--- config.mk ---
export PLATFORM = sky130hd
export DESIGN_NAME = uart_tx_fifo
export DESIGN_NICKNAME = d
export VERILOG_FILES = /design/src/rtl/uart_tx_fifo.sv
export SDC_FILE = /design/constraint.sdc
export NUM_CORES = 1
export LEC_CHECK = 0
export BUFFER_PORTS_ARGS = -buffer_cell sky130_fd_sc_hd__buf_2
export CAP_MARGIN = 30
export CORE_MARGIN = 10
export CORE_UTILIZATION = 59
export CTS_CLUSTER_DIAMETER = 40
export DETAILED_ROUTE_END_ITERATION = 7
export PLACE_DENSITY = 0.84
export SLEW_MARGIN = 20
export SYNTH_ARGS = -nofsm -noshare
export SYNTH_HDL_FRONTEND = slang
export SYNTH_SLANG_ARGS = --single-unit
--- constraint.sdc ---
create_clock -name clk_100MHz -period 6.2 [get_ports clk_100MHz]
set_input_delay 0.31 -clock clk_100MHz [delete_from_list [all_inputs] [get_ports clk_100MHz]]
set_output_delay 0.31 -clock clk_100MHz [all_outputs]
set_load 0.01 [all_outputs]
--- src/rtl/uart_tx_fifo.sv ---
// uart_tx_fifo: first-word fall-through circular FIFO feeding a UART transmitter.
// Define UART_TX_FIFO_OVF_EN to add the sticky overflow flag (ports ovf_clr, overflow).
module uart_tx_fifo #(
    parameter int DBITS     = 8,
    parameter int ADDR_BITS = 4
) (
    input  logic                 clk_100MHz,
    input  logic                 reset,
    input  logic                 wr_en,
    input  logic [DBITS-1:0]     wr_data,
    output logic                 full,
    output logic                 empty,
    output logic [ADDR_BITS:0]   count,
    input  logic                 tx_ready,
    output logic                 tx_start,
    output logic [DBITS-1:0]     tx_data
`ifdef UART_TX_FIFO_OVF_EN
    ,
    input  logic                 ovf_clr,
    output logic                 overflow
`endif
);
    localparam int DEPTH = 2 ** ADDR_BITS;
    logic [DBITS-1:0]     mem [DEPTH];
    logic [ADDR_BITS-1:0] wr_ptr, rd_ptr;
    logic                 push, pop;
    assign empty    = count == '0;
    assign full     = count == (ADDR_BITS + 1)'(DEPTH);
    assign tx_start = ~empty;
    assign tx_data  = mem[rd_ptr];
    assign pop      = tx_start & tx_ready;
    assign push     = wr_en & (~full | pop);
    always_ff @(posedge clk_100MHz) begin
        if (push)
            mem[wr_ptr] <= wr_data;
    end
    always_ff @(posedge clk_100MHz) begin
        if (reset) begin
            wr_ptr <= '0;
            rd_ptr <= '0;
            count  <= '0;
        end else begin
            if (push)
                wr_ptr <= wr_ptr + 1'b1;
            if (pop)
                rd_ptr <= rd_ptr + 1'b1;
            if (push & ~pop)
                count <= count + 1'b1;
            else if (pop & ~push)
                count <= count - 1'b1;
        end
    end
`ifdef UART_TX_FIFO_OVF_EN
    // A dropped write beats a simultaneous clear.
    always_ff @(posedge clk_100MHz) begin
        if (reset)
            overflow <= 1'b0;
        else if (wr_en & full & ~pop)
            overflow <= 1'b1;
        else if (ovf_clr)
            overflow <= 1'b0;
    end
`endif
endmodule
==> results.json <==
{
  "status": "finished clean",
  "hold_slack_ns": 0.149,
  "vias": 2927,
  "max_clock_freq_mhz": 341,
  "ys_types": 39,
  "cap_violations": 0,
  "rsz0062_at_grt": "false",
  "firstDrtPassIters": 4,
  "ir_drop_mv": 0.232,
  "drc": 0,
  "synth-edff-count": 128,
  "skew_ns": 0.00764,
  "post-place-ws_ns": 3.30,
  "avgSynthCellArea_um2": 18.5,
  "cts_buffers": 17,
  "layout_commonest_cell": "edfxtp_1",
  "min_path_type": "in2reg",
  "gp_congestion": 0.754,
  "syn_inst": 312,
  "slew_violations": 0,
  "worst_pin_slew_ns": 0.943,
  "hold_path_startpoint": "reset",
  "synthSimpleGateAreaFrac": 0.0537,
  "core_area_mm2": 0.00964,
  "hpwlAfterDp_um": 6990,
  "synth_seq_cells": 145,
  "layout_common_cells": "edfxtp_1 (128), mux4_2 (32), nor2_1 (29), buf_2 (27)",
  "numPortBuffers": 27,
  "critPathKind": "reg2reg",
  "p_sw_uw": 758,
  "p_leak_nw": 2.21,
  "regToRegEndpoint": "count[4]",
  "final_nets": 370,
  "grt_pass1_vias": 3184,
  "required_ns": 6.61,
  "synth_area_mm2": 0.00578,
  "cts.path.max_buffers": 2,
  "cts_tree": "yes",
  "netSwitchingFraction": 0.286,
  "ctsHoldBuffers": 0,
  "setup_slack_ns": 3.27,
  "p_comb_frac": 0.224,
  "seq_power_share": 0.428,
  "cts_root_buf": "clkbuf_8",
  "final_min_period_over_clock_period": 0.472,
  "post-cts-setup-buffers": 0,
  "die_h_um": 119,
  "drt-total-wl_um": 11400,
  "hold_end": "wr_ptr[2]",
  "path_clk_slew_ns": 0.06,
  "hold_viol": 0,
  "track_usage": 0.172,
  "io_pins": 28,
  "timing.final.crit_period_ns": 2.93,
  "path_max_fanout": 8,
  "synth_mux_area_frac": 0.130,
  "grt_pass1_wl_um": 18300,
  "cts_resized": 0,
  "rows": 36,
  "start_kind": "flip-flop",
  "synth-main-ff-cell": "edfxtp_1",
  "max-slew-margin-rel": 0.369,
  "synth-compound-area-share": 0.0420,
  "fin_tns_setup_ns": 0,
  "min_path_cells": 2,
  "clk_latency_ns": 0.53,
  "ys_seq_area_frac": 0.724,
  "layout-drive-gt1-share": 0.291,
  "synth_top_family_by_area": "multiplexers",
  "wl_per_cell_um": 23.1,
  "first_iter_violations": 355,
  "die_area_mm2": 0.0142,
  "pwr-share-clk": 0.347,
  "overflow": 0,
  "n_fill_cell": 634,
  "areaGrowthSynthToFinish_pct": 14.1,
  "ys_warn_count": 0,
  "end_kind": "flip-flop",
  "initial_utilization": 0.599,
  "crit_arrival_ns": 3.34,
  "worst_r2r_path_depth": 10,
  "synthAdderAreaFrac": 0.0230,
  "synth_xor_area_frac": 0.0106,
  "antenna_found_initial": 1,
  "synth_nets": 334,
  "setup_viol": 0,
  "ant_nets": 0,
  "r2r_slack_ns": 3.27,
  "timing.rr.start": "count[0]",
  "p_int_mw": 1.89,
  "routed_via_density": 5.91,
  "grt_start_max_net_pins": 33,
  "powerDensity_mw_per_mm2": 402,
  "ys_async_sr_fraction": 0,
  "cts.sinks": 145,
  "die_width_um": 119,
  "h-tree-depth": 4
}
==> final cells by class <==
cell class | count | area, um2 | area share
Sequential cell | 145 | 4190 | 0.635
Multi-Input combinational cell | 145 | 1500 | 0.227
Clock buffer | 17 | 414 | 0.0628
Timing Repair Buffer | 33 | 180 | 0.0273
Tap cell | 133 | 166 | 0.0252
Clock inverter | 15 | 124 | 0.0188
Inverter | 6 | 22.5 | 0.00342
Antenna cell | 1 | 2.50 | 0.000380
==> synthesized netlist by cell type (3+ instances only) <==
library cell	n	area (um2)
edfxtp_1	128	3840
mux4_2	32	721
nor2_1	29	109
dfxtp_1	17	340
a22oi_1	16	120
nand2_1	11	41.3
clkbuf_1	9	33.8
ha_1	9	113
inv_1	6	22.5
a21oi_1	5	25.0
xor2_1	5	43.8
nor3_1	4	20.0
buf_2	3	15.0
nand2b_1	3	18.8
nand3_1	3	15.0
nand3_2	3	30.0
==> registers in the layout, indices dropped and copies added, names as in the netlist, named ones only <==
register and flops:
count 5, rd_ptr 4, mem 128, wr_ptr 4
==> power by group through the flow <==
stage | Combinational, mW | Sequential, mW | Clock, mW
2_1_floorplan | 0.446 | 1.15 | 0
3_3_place_gp | 0.580 | 1.15 | 0
3_5_place_dp | 0.595 | 1.15 | 0
4_1_cts | 0.602 | 1.13 | 0.932
5_1_grt | 0.656 | 1.14 | 0.971
6_report | 0.594 | 1.13 | 0.920
==> metal layers <==
layer	routed length (um)	vias to the layer above	share of wire	global-route usage
li1	-	1320	-	-
met4	239	0	0.021	0.0641
met5	0	-	0	0
met2	5790	118	0.51	0.281
met3	801	18	0.070	0.0609
met1	4620	1471	0.40	0.207
==> worst max-delay path, stage by stage (launching register included) <==
cell	delay, ns
dfxtp_1	0.36
or4_4	0.61
o31ai_4	0.28
inv_1	0.08
ha_1	0.21
inv_1	0.17
ha_1	0.30
a21oi_1	0.19
a211oi_1	0.10
a31oi_1	0.18
mux2_2	0.35
==> worst max-delay path by stage <==
stage,start,end,slack (ns)
after CTS,flip-flop,tx_data[5],3.24
after global placement,count[0],count[4],3.37
final,count[0],count[4],3.27
after floorplan,count[0],count[4],3.40
after detailed placement,count[0],count[4],3.30
after global routing,count[0],count[4],3.06
==> kinds of logic after synthesis <==
kind of cell,after synthesis
fa+ha+maj,10
mux,35
buf+inv,22
compound gates,30
flops,145
simple gates,63
xor+xnor,7
==> metrics by stage <==
stage / instances / total power [mW] / instance area [um2] / utilization
global placement: 462 / 1.73 / 6050 / 0.628
global route: 494 / 2.77 / 6590 / 0.684
detailed placement: 462 / 1.75 / 6050 / 0.628
CTS: 494 / 2.67 / 6590 / 0.684
floorplan: 312 / 1.60 / 5780 / -
finish: 495 / 2.65 / 6590 / 0.684
(Power assumes the default switching activity.)
